===== src/rtl/audio_in_pkg.sv =====
// Shared state encoding and default constants for the audio level detector.
package audio_in_pkg;

    typedef enum logic [1:0] {
        WAIT   = 2'd0,
        MAG    = 2'd1,
        UPDATE = 2'd2
    } state_e;

    localparam int SAMPLE_W  = 32;
    localparam int THRESHOLD = 5000000;

endpackage


===== src/rtl/audio_sample_magnitude.sv =====
// Saturating absolute value of both stereo channels, reduced to the larger one.
module audio_sample_magnitude
    import audio_in_pkg::*;
#(
    parameter int SAMPLE_W = audio_in_pkg::SAMPLE_W
) (
    input  logic [SAMPLE_W-1:0] left_i,
    input  logic [SAMPLE_W-1:0] right_i,
    output logic [SAMPLE_W-2:0] mag_o
);

    logic [SAMPLE_W-1:0] neg_l;
    logic [SAMPLE_W-1:0] neg_r;
    logic [SAMPLE_W-2:0] abs_l;
    logic [SAMPLE_W-2:0] abs_r;

    // Negating the most-negative code leaves the sign bit set; that case saturates.
    always_comb begin
        neg_l = -left_i;
        neg_r = -right_i;
        abs_l = left_i[SAMPLE_W-2:0];
        abs_r = right_i[SAMPLE_W-2:0];
        if (left_i[SAMPLE_W-1]) begin
            abs_l = neg_l[SAMPLE_W-1] ? '1 : neg_l[SAMPLE_W-2:0];
        end
        if (right_i[SAMPLE_W-1]) begin
            abs_r = neg_r[SAMPLE_W-1] ? '1 : neg_r[SAMPLE_W-2:0];
        end
        mag_o = (abs_l > abs_r) ? abs_l : abs_r;
    end

endmodule


===== src/rtl/audio_level_detector.sv =====
// Drains codec ADC samples, tracks per-window peak magnitude and pulses sound_detected
// after HOLD_WINDOWS consecutive loud windows. Optional macro: LOCKOUT_EN.
//   state  | meaning
//   WAIT   | idle until a sample is available, pop and capture it
//   MAG    | register max(|L|,|R|) of the captured sample
//   UPDATE | fold magnitude into window peak, close window on last sample
module audio_level_detector
    import audio_in_pkg::*;
#(
    parameter int SAMPLE_W       = audio_in_pkg::SAMPLE_W,
    parameter int WINDOW_LOG2    = 10,
    parameter int THRESHOLD      = audio_in_pkg::THRESHOLD,
    parameter int HOLD_WINDOWS   = 2,
    parameter int LOCKOUT_CYCLES = 50000000
) (
    input  logic                CLOCK_50,
    input  logic                reset,
    input  logic                enable,
    input  logic                audio_in_available,
    input  logic [SAMPLE_W-1:0] left_channel_audio_in,
    input  logic [SAMPLE_W-1:0] right_channel_audio_in,
    output logic                read_audio_in,
    output logic [SAMPLE_W-2:0] peak_level,
    output logic                level_valid,
    output logic                loud,
    output logic                sound_detected
);

    localparam logic [SAMPLE_W-2:0] THRESH_V = (SAMPLE_W-1)'(THRESHOLD);
    localparam logic [3:0]          HOLD_V   = 4'(HOLD_WINDOWS);

    state_e                 state_q;
    logic [SAMPLE_W-1:0]    left_q;
    logic [SAMPLE_W-1:0]    right_q;
    logic [SAMPLE_W-2:0]    mag_d;
    logic [SAMPLE_W-2:0]    mag_q;
    logic [SAMPLE_W-2:0]    win_peak_q;
    logic [SAMPLE_W-2:0]    peak_d;
    logic [SAMPLE_W-2:0]    peak_level_q;
    logic [WINDOW_LOG2-1:0] count_q;
    logic [3:0]             loud_cnt_q;
    logic                   level_valid_q;
    logic                   loud_q;
    logic                   sound_q;
    logic                   read_d;
    logic                   window_end;
    logic                   window_loud;
    logic                   fire;
    logic                   lockout_busy;

    if (HOLD_WINDOWS < 1 || HOLD_WINDOWS > 15 || LOCKOUT_CYCLES < 1) begin : g_param_check
        $error("audio_level_detector: HOLD_WINDOWS must be 1..15 and LOCKOUT_CYCLES >= 1");
    end

    assign read_d      = !reset && enable && audio_in_available && (state_q == WAIT);
    assign peak_d      = (mag_q > win_peak_q) ? mag_q : win_peak_q;
    assign window_end  = enable && (state_q == UPDATE) && (count_q == '1);
    assign window_loud = (peak_d > THRESH_V);
    // Fires only on the step into HOLD_WINDOWS; a saturated count cannot re-trigger.
    assign fire        = window_end && window_loud && !lockout_busy
                         && (loud_cnt_q == HOLD_V - 4'd1);

    audio_sample_magnitude #(
        .SAMPLE_W(SAMPLE_W)
    ) u_mag (
        .left_i (left_q),
        .right_i(right_q),
        .mag_o  (mag_d)
    );

`ifdef LOCKOUT_EN
    localparam int LOCK_W = $clog2(LOCKOUT_CYCLES + 1);
    logic [LOCK_W-1:0] lockout_q;

    assign lockout_busy = (lockout_q != '0);

    always_ff @(posedge CLOCK_50) begin
        if (reset || !enable) begin
            lockout_q <= '0;
        end else if (fire) begin
            lockout_q <= LOCK_W'(LOCKOUT_CYCLES);
        end else if (lockout_busy) begin
            lockout_q <= lockout_q - 1'b1;
        end
    end
`else
    assign lockout_busy = 1'b0;
`endif

    always_ff @(posedge CLOCK_50) begin
        if (reset) begin
            state_q       <= WAIT;
            left_q        <= '0;
            right_q       <= '0;
            mag_q         <= '0;
            win_peak_q    <= '0;
            count_q       <= '0;
            loud_cnt_q    <= '0;
            peak_level_q  <= '0;
            level_valid_q <= 1'b0;
            loud_q        <= 1'b0;
            sound_q       <= 1'b0;
        end else begin
            level_valid_q <= 1'b0;
            sound_q       <= fire;
            if (!enable) begin
                state_q    <= WAIT;
                count_q    <= '0;
                win_peak_q <= '0;
                loud_cnt_q <= '0;
            end else begin
                case (state_q)
                    WAIT: begin
                        if (read_d) begin
                            left_q  <= left_channel_audio_in;
                            right_q <= right_channel_audio_in;
                            state_q <= MAG;
                        end
                    end
                    MAG: begin
                        mag_q   <= mag_d;
                        state_q <= UPDATE;
                    end
                    UPDATE: begin
                        state_q <= WAIT;
                        if (window_end) begin
                            peak_level_q  <= peak_d;
                            level_valid_q <= 1'b1;
                            loud_q        <= window_loud;
                            win_peak_q    <= '0;
                            count_q       <= '0;
                            if (lockout_busy || !window_loud) begin
                                loud_cnt_q <= '0;
                            end else if (loud_cnt_q < HOLD_V) begin
                                loud_cnt_q <= loud_cnt_q + 4'd1;
                            end
                        end else begin
                            win_peak_q <= peak_d;
                            count_q    <= count_q + 1'b1;
                        end
                    end
                    default: state_q <= WAIT;
                endcase
            end
        end
    end

    assign read_audio_in  = read_d;
    assign peak_level     = peak_level_q;
    assign level_valid    = level_valid_q;
    assign loud           = loud_q;
    assign sound_detected = sound_q;

endmodule


===== config.mk =====
export PLATFORM = sky130hd
export DESIGN_NAME = audio_level_detector
export DESIGN_NICKNAME = d
export VERILOG_FILES = /design/src/rtl/audio_in_pkg.sv /design/src/rtl/audio_sample_magnitude.sv /design/src/rtl/audio_level_detector.sv
export SDC_FILE = /design/constraint.sdc
export NUM_CORES = 1
export LEC_CHECK = 0
export CAP_MARGIN = 10
export CELL_PAD_IN_SITES_DETAIL_PLACEMENT = 0
export CELL_PAD_IN_SITES_GLOBAL_PLACEMENT = 1
export CORE_ASPECT_RATIO = 1.2
export CORE_MARGIN = 1.5
export CORE_UTILIZATION = 43
export DETAILED_ROUTE_END_ITERATION = 12
export GPL_TIMING_DRIVEN = 0
export PLACE_DENSITY = 0.8
export RECOVER_POWER = 25
export SKIP_LAST_GASP = 1
export SLEW_MARGIN = 20
export SYNTH_ARGS = -nofsm -noshare
export SYNTH_HDL_FRONTEND = slang
export SYNTH_SLANG_ARGS = --single-unit

===== constraint.sdc =====
create_clock -name CLOCK_50 -period 6.2 [get_ports CLOCK_50]
set_clock_uncertainty 0.1 [all_clocks]
set_input_delay 1.86 -clock CLOCK_50 [delete_from_list [all_inputs] [get_ports CLOCK_50]]
set_output_delay 1.86 -clock CLOCK_50 [all_outputs]
set_load 0.01 [all_outputs]

==> flow_summary.toml <==
[cells_and_area]
synthToLayoutAreaGrowth_pct = 19.8
fillers = 2413
antenna_cells = 0
stdcell_count = 1806
layout.nets = 1613
final_core_util = 0.529
final_layout_size_suffix_gt1_frac = 0.0355

[floorplan]
initial_utilization = 0.442
rows = 61
core_area_sq_mm = 0.0234
die_w_um = 144
io_pins = 103
die_area_sq_mm = 0.0249
die-height_um = 173

[synth]
yosysTopAreaCell = "dfxtp_1"
yosysSeqAreaShare = 0.342
synthTopCellsByCount = "250 x nand2_1, 176 x dfxtp_1, 156 x a21oi_1"
syn_avg_cell_area_sq_um = 7.59
synth_warnings = 0
synth_seq_cells = 176
yosysMostFrequentCell = "nand2_1"
synth_edf_count = 0
synth_cells = 1358
synth_nets = 1493
synth_top_area_frac = 0.342
synth-async-reset-ratio = 0
synthesis.area_sq_mm = 0.0103
yosys-top-cells-area = "dfxtp_1 34%, nand2_1 9.1%, ha_1 8.1%"
synth_cell_types = 64
synthFlopType = "dfxtp_1"

[timing]
fin_hold_ws_ns = 0.367
setup_viol = 0
drv_slew = 0
max_freq_mhz = 167
hold_viol = 0
relSlewSlack = 0.436
tns_ns = 0
period_needed_ns = 5.99
timing_worst_slew_pin_value_ns = 0.847
rsz0062_at_grt = "false"
fin_crit_sh = 0.966

[cts]
worstSkewPairLatency_ns = 0.44
cts_root_buf = "clkbuf_16"
cts.clk_slew.worst_paths_ns = 0.08
post_cts_buffers = 0
h-tree-depth = 4
cts_buffers = 17
cts_resized = 0
clock-sinks = 176
cts_buffer_depth = 2
cts_tree = "yes"
hold_buffers = 0

[pwr]
irDropWorstVdd_mv = 0.163
switching_share = 0.336
p_int_mw = 2.00
p_comb_frac = 0.229
p_seq_frac = 0.391
leakage_nw = 4.64
p_sw_mw = 1.01
pwr-share-clk = 0.381
power_density_mw_per_mm2 = 244
total_power_mw = 3.01

[drt]
drt_iter0_drc = 465
drc_errors = 0
routed_wl_um = 31000
drtPass1Iterations = 5
antenna_left = 0
wire_per_inst_um = 17.2
via_count = 9953
viasPerCell = 5.51

[global_route]
gr-total-overflow = 0
grt_first_pass_wirelength_um = 50600
grt_pass1_vias = 9591
grt_max_degree = 19
antenna_found_initial = 0
grt_use_total = 0.258

[placed_design]
routabilityCongestion = 0.909
io_buffer_count = 102
dpl.cell_count = 1775
hpwl_um = 24600

[setup_path]
critical_path.endpoint_type = "primary output"
crit_arrival_ns = 4.03
start_kind = "primary input"
critPathKind = "primary input to primary output"
cp.required_ns = 4.24
critPathMaxFanout = 11

[flow_run]
max_cap_violations = 0

[run_status]
status = "finished, final reports clean"

[min_path]
min_path_type = "register to register"
==> power by group through the flow <==
stage,combinational [mW],clock [mW],sequential [mW]
2_1_floorplan,0.453,0,1.19
3_3_place_gp,0.679,0,1.20
3_5_place_dp,0.683,0,1.20
4_1_cts,0.685,1.16,1.18
5_1_grt,0.762,1.21,1.18
6_report,0.689,1.15,1.18
==> per-stage QoR <==
stage	setup slack, ns	instance area, sq um
detailed placement	0.0473	11700
floorplan	1.62	10300
CTS	0.0372	12400
global placement	0.0518	11700
finish	0.213	12400
global route	0.0731	12400
==> layer usage <==
layer / GRT usage / vias to the layer above / wire length, um
met5: 0 / - / 0
met4: 0.117 / 0 / 1410
met3: 0.0288 / 57 / 889
met2: 0.441 / 220 / 15000
met1: 0.322 / 4589 / 13700
li1: - / 5087 / -
==> worst max-delay path, stage by stage <==
cell and delay (ns):
dlygate4sd3_1 0.64, nand2b_1 0.24, nor3_1 0.15, nand2_1 0.13
inv_1 0.37, clkdlybuf4s50_1 0.63
==> cell usage in the layout, fill, tap and decap left out, drive strengths merged, types with 4 or more instances in the layout <==
cell type / n
nand2: 250
dfxtp: 176
a21oi: 156
nor2: 100
clkbuf: 91
ha: 67
clkdlybuf4s50: 66
inv: 58
nor3: 53
nand4: 52
a211oi: 36
dlygate4sd3: 36
o21ai: 35
xor2: 28
xnor2: 26
o31ai: 24
nor4: 23
nand3: 18
buf: 15
o41ai: 12
nand3b: 12
and2: 12
mux2i: 11
or2: 11
or3: 10
nor3b: 9
o21a: 8
nand2b: 7
and3: 6
nor4b: 6
clkinv: 6
a21boi: 5
o41a: 5
nor2b: 5
and4: 5
o211ai: 5
a21o: 4
==> logic make-up after synthesis <==
group	synth area share
AND/OR/NAND/NOR	0.271
AO/OA/AOI/OAI	0.195
buffers and inverters	0.0533
multiplexers	0.0118
adder cells (fa/ha/maj)	0.0813
flip-flops	0.342
XOR/XNOR	0.0459
==> worst paths after layout <==
kind                            cells after the start     startpoint       endpoint  slack, ns
worst min register to register                      2  loud_cnt_q[3]  loud_cnt_q[3]       0.37
worst min-delay path                                2  loud_cnt_q[3]  loud_cnt_q[3]       0.37
worst max register to register                     16      left_q[6]      mag_q[15]       0.57
worst max-delay path                                6          reset  read_audio_in       0.21
==> sequential cells by signal, indices dropped and copies added, names as in the netlist <==
name / count
win_peak_q: 31
loud: 1
left_q: 32
right_q: 32
level_valid: 1
sound_detected: 1
peak_level: 31
count_q: 10
state_q: 2
mag_q: 31
loud_cnt_q: 4
==> final cells by class <==
type | count | area (sq um) | area share
Buffer | 89 | 347 | 0.0281
Timing Repair Buffer | 102 | 1020 | 0.0826
Clock inverter | 15 | 199 | 0.0161
Multi-Input combinational cell | 1039 | 6250 | 0.506
Tap cell | 315 | 394 | 0.0319
Sequential cell | 176 | 3520 | 0.285
Clock buffer | 17 | 425 | 0.0344
Inverter | 53 | 199 | 0.0161
(Power assumes the default switching activity.)
